`src/rtl/csr_addr_fifo.sv`:
```
// CSR address FIFO: holds {CSR address, transaction ID} of issued CSR ops in issue order
// and presents the oldest entry to the commit stage until it is retired.
module csr_addr_fifo #(
  parameter int unsigned DEPTH      = 2,
  parameter int unsigned XLEN       = 64,
  parameter int unsigned TRANS_ID_W = 3
) (
  input  logic                          clk_i,
  input  logic                          rst_ni,
  input  logic                          flush_i,
  input  logic                          valid_i,
  input  logic [XLEN-1:0]               operand_a_i,
  input  logic [XLEN-1:0]               operand_b_i,
  input  logic [TRANS_ID_W-1:0]         trans_id_i,
  output logic                          ready_o,
  output logic [XLEN-1:0]               result_o,
  output logic                          result_valid_o,
  output logic [TRANS_ID_W-1:0]         result_id_o,
  input  logic                          commit_i,
  output logic                          csr_valid_o,
  output logic [11:0]                   csr_addr_o,
  output logic [TRANS_ID_W-1:0]         csr_id_o,
  output logic [$clog2(DEPTH+1)-1:0]    count_o
);

  localparam int unsigned PW    = (DEPTH > 1) ? $clog2(DEPTH) : 1;
  localparam int unsigned CW    = $clog2(DEPTH + 1);
  localparam int unsigned SLOTS = 1 << PW;

  // Handshake: an op is taken when valid_i & ready_o & ~flush_i on a rising edge;
  // an op presented while ready_o is low is not stored and must be held by the issuer.

  logic [11:0]           r_addr [SLOTS];
  logic [TRANS_ID_W-1:0] r_id   [SLOTS];
  logic [PW-1:0]         r_wr_ptr;
  logic [PW-1:0]         r_rd_ptr;
  logic [CW-1:0]         r_count;

  logic w_empty;
  logic w_pop;
  logic w_push;
  logic w_ready;
  logic w_unused_b;

  function automatic logic [PW-1:0] ptr_inc(input logic [PW-1:0] p);
    return (p == PW'(DEPTH - 1)) ? '0 : p + PW'(1);
  endfunction

  assign w_empty    = (r_count == '0);
  assign w_pop      = commit_i & ~w_empty;
  // A commit in the same cycle frees a slot, so a full FIFO can still accept.
  assign w_ready    = (r_count < CW'(DEPTH)) | w_pop;
  assign w_push     = valid_i & w_ready & ~flush_i;
  assign w_unused_b = ^operand_b_i[XLEN-1:12];

  always_ff @(posedge clk_i or negedge rst_ni) begin
    if (!rst_ni) begin
      r_wr_ptr <= '0;
      r_rd_ptr <= '0;
      r_count  <= '0;
      for (int i = 0; i < int'(SLOTS); i++) begin
        r_addr[i] <= '0;
        r_id[i]   <= '0;
      end
    end else if (flush_i) begin
      // Entry contents are left stale; only the bookkeeping is cleared.
      r_wr_ptr <= '0;
      r_rd_ptr <= '0;
      r_count  <= '0;
    end else begin
      if (w_push) begin
        r_addr[r_wr_ptr] <= operand_b_i[11:0];
        r_id[r_wr_ptr]   <= trans_id_i;
        r_wr_ptr         <= ptr_inc(r_wr_ptr);
      end
      if (w_pop) begin
        r_rd_ptr <= ptr_inc(r_rd_ptr);
      end
      case ({w_push, w_pop})
        2'b10:   r_count <= r_count + CW'(1);
        2'b01:   r_count <= r_count - CW'(1);
        default: r_count <= r_count;
      endcase
    end
  end

  assign ready_o        = w_ready;
  assign result_o       = operand_a_i;
  assign result_valid_o = w_push;
  assign result_id_o    = trans_id_i;

  assign csr_valid_o    = ~w_empty;
  assign csr_addr_o     = r_addr[r_rd_ptr];
  assign csr_id_o       = r_id[r_rd_ptr];
  assign count_o        = r_count;

endmodule

```
`config.mk`:
```
export PLATFORM = sky130hd
export DESIGN_NAME = csr_addr_fifo
export DESIGN_NICKNAME = d
export VERILOG_FILES = /design/src/rtl/csr_addr_fifo.sv
export SDC_FILE = /design/constraint.sdc
export NUM_CORES = 1
export LEC_CHECK = 0
export CAP_MARGIN = 20
export CELL_PAD_IN_SITES_DETAIL_PLACEMENT = 0
export CELL_PAD_IN_SITES_GLOBAL_PLACEMENT = 2
export CORE_MARGIN = 4
export CORE_UTILIZATION = 15
export DETAILED_ROUTE_END_ITERATION = 12
export GPL_TIMING_DRIVEN = 1
export PLACE_DENSITY = 0.82
export SLEW_MARGIN = 10
export SYNTH_ARGS = -nofsm -noshare
export SYNTH_HDL_FRONTEND = slang
export SYNTH_SLANG_ARGS = --single-unit
```
`constraint.sdc`:
```
create_clock -name clk_i -period 2.77 [get_ports clk_i]
set_input_delay 0.4155 -clock clk_i [delete_from_list [all_inputs] [get_ports clk_i]]
set_output_delay 0.4155 -clock clk_i [all_outputs]
set_load 0.03 [all_outputs]
```
==> flow_summary_export.csv <==
group,metric,value,unit
status,status,"completed",
synth,ys_seq_area_share,41.4,%
pwr,sw_frac_of_total,29.4,%
place,dp_hpwl,2.93,mm
pwr,totalPowerFinal,1.72,mW
setup_path,worstRegToRegCells,4,
global_route,antenna_found_initial,0,
synth,synth_compound_area_share,1.89,%
global_route,grt_max_degree,35,
detailed_routing,routed_wl,4.24,mm
setup_path,rr_endpoint,"r_id[2]",
setup_path,cp.required,2.35,ns
synth,yosysWarningCount,0,
flow_run,maxCapViolCount,0,
setup_path,endpoint_kind,"output pin",
final_layout,final_common_cell,"mux2_2",
floorplan,dieWidth,125,microns
synth,synth_top_family_by_area,"buffers and inverters",
cts,cts_resized,0,
pwr,p_leak,0.896,nW
setup_path,startpoint,"r_rd_ptr",
global_route,grt_overflow,0,
sta,period_needed,2.39,ns
cts,numCtsBuffers,5,
cts,clock_latency,0.28,ns
sta,finClkSkew,0.00442,ns
synth,synth_area,2060,sq um
cts,cts_sinks,34,
pwr,combPwrFrac,30.1,%
setup_path,path_max_fanout,11,
synth,syn_nets,309,
cts,cts_buffer_depth,2,
global_route,grt_pass1_vias,1293,
pwr,clockPowerShare,31.2,%
sta,finalSetupTns,0,ns
synth,synth_cells,173,
global_route,grt.total_usage,5.71,%
synth,synthSimpleGateAreaFrac,5.48,%
final_layout,mostFrequentLayoutCells,"mux2_2, clkdlybuf4s50_1, dfrtp_1",
pwr,pwr_density_cell,736,nW/um^2
detailed_routing,drt_pass1_iterations,4,
cts,cts_root_buf,"clkbuf_16",
place,dp_slack,0.255,ns
sta,worst_slew_margin_rel,45.5,%
synth,yosys.area.top_type_share,41.4,%
sta,finalHoldViolCount,0,
sta,fin_ws,0.380,ns
cts,cts_tree,"done",
sta,fmax,418,MHz
synth,yosysUniqueCellTypes,25,
detailed_routing,ant_nets,0,
final_layout,num_antenna_cells,0,
synth,ys_ff_latch,34,
floorplan,rows,42,
floorplan,dieArea,15600,sq um
sta,finalMaxSlewViolations,0,
sta,hold_ws,0.233,ns
global_route,grt_pass1_wl,6.65,mm
detailed_routing,drtIter0Drc,8,
floorplan,initial_core_util,15.4,%
sta,worstMarginPinSlew,0.818,ns
final_layout,drive_gt1_share,40.6,%
pwr,max-vdd-ir-drop,0.162,mV
setup_path,reg2reg_from,"count_o[1]",
synth,synthMuxAreaShare,24.7,%
place,portBuffers,42,
pwr,p_switching,506,uW
final_layout,area_delta_synth_final,13.6,%
setup_path,rrSetupSlack,0.82,ns
setup_path,crit_end,"csr_addr_o[5]",
pwr,p_seq_share,38.8,%
sta,rsz0062_at_grt,"false",
setup_path,crit_type,"reg2out",
synth,synthAdderAreaFrac,0,%
min_path,hp-class,"in2async",
setup_path,arrival,1.97,ns
pwr,p_int,1.21,mW
sta,period_share,86.3,%
floorplan,fp.coreArea,13300,sq um
synth,synth_largest_area_cell,"dfrtp_1",
cts,holdBufCountCts,0,
detailed_routing,vias,1089,
synth,ys_top_cells_by_area,"dfrtp_1, buf_4, mux2_2",
detailed_routing,drcViolationCount,0,
cts,path_clk_slew,0.05,ns
sta,setup_viol,0,
floorplan,die_h,125,microns
cts,cts_setup_buffers,0,
detailed_routing,wl_per_cell,12.8,microns
detailed_routing,vias_per_cell,3.29,
cts,htree_levels,2,
synth,syn_area_per_cell,11.9,sq um
final_layout,nets,291,
place,gp_congestion,0.658,
synth,synthXorXnorAreaFrac,0.426,%
setup_path,cp-start-kind,"flop",
floorplan,ios,223,
## area by class of cell
type | count | area [sq um]
Tap cell | 176 | 220
Sequential cell | 34 | 851
Inverter | 2 | 7.51
Clock buffer | 7 | 133
Multi-Input combinational cell | 66 | 667
Timing Repair Buffer | 46 | 458
Fill cell | 1476 | 11000
## cells in the mapped netlist
| library cell | count |
|---|---|
| a21oi_1 | 2 |
| a221oi_1 | 1 |
| and2b_2 | 1 |
| buf_2 | 1 |
| buf_4 | 68 |
| buf_6 | 1 |
| clkbuf_1 | 1 |
| dfrtp_1 | 34 |
| inv_1 | 1 |
| inv_2 | 1 |
| mux2_2 | 45 |
| nand2_1 | 1 |
| nand3_1 | 1 |
| nand4b_2 | 1 |
| nor2_1 | 1 |
| nor2b_1 | 1 |
| nor2b_4 | 1 |
| nor3_1 | 1 |
| nor4_4 | 1 |
| o21ai_0 | 4 |
| or2_2 | 1 |
| or2b_1 | 1 |
| or2b_2 | 1 |
| or3_2 | 1 |
| xor2_1 | 1 |
## power by group through the flow
stage,logic [mW],registers (mW),clock network (mW)
finish,0.517,0.666,0.535
global route,0.551,0.679,0.587
CTS,0.529,0.667,0.574
detailed placement,0.527,0.676,0
global placement,0.516,0.666,0
floorplan,0.508,0.657,0
## per-layer routing
metal | vias up | part of all wire [%] | global-route usage (%)
met4 | 0 | 4.3 | 5.23
met2 | 38 | 51 | 9.21
li1 | 479 | - | -
met5 | - | 0 | 0
met1 | 550 | 38 | 5.74
met3 | 22 | 6.6 | 2.05
## metrics by stage
stage	instance area, sq um	cells	util, %
2_1_floorplan	2060	173	-
3_3_place_gp	2200	324	16.5
3_5_place_dp	2200	324	16.5
4_1_cts	2340	331	17.5
5_1_grt	2340	331	17.5
6_report	2340	331	17.5
## worst min-delay path by stage
stage | slack, ns | end | cells after the start
5_1_grt | 0.31 | r_addr[8] | 1
6_report | 0.23 | r_addr[7] | 1
3_5_place_dp | 0.49 | r_id[0] | 1
4_1_cts | 0.26 | r_addr[8] | 1
3_3_place_gp | 0.48 | r_addr[11] | 1
2_1_floorplan | 0.12 | count_o[0] | 0
## registers in the layout, indices dropped and copies added (netlist names)
register	cells
r_rd_ptr	1
r_wr_ptr	1
r_addr	24
count_o	2
r_id	6
## logic make-up after synthesis
kind of cell / Yosys count
AND/OR/NAND/NOR: 13
AO/OA/AOI/OAI: 7
flip-flops: 34
buffers and inverters: 73
XOR/XNOR: 1
multiplexers: 45
## worst max-delay path, cell delays in order, from the launching register on
cell and delay (ns):
dfrtp_1 0.54, buf_12 0.20, mux2_2 0.35, clkdlybuf4s50_1 0.60
No activity file was read; power rests on OpenSTA's default activity.
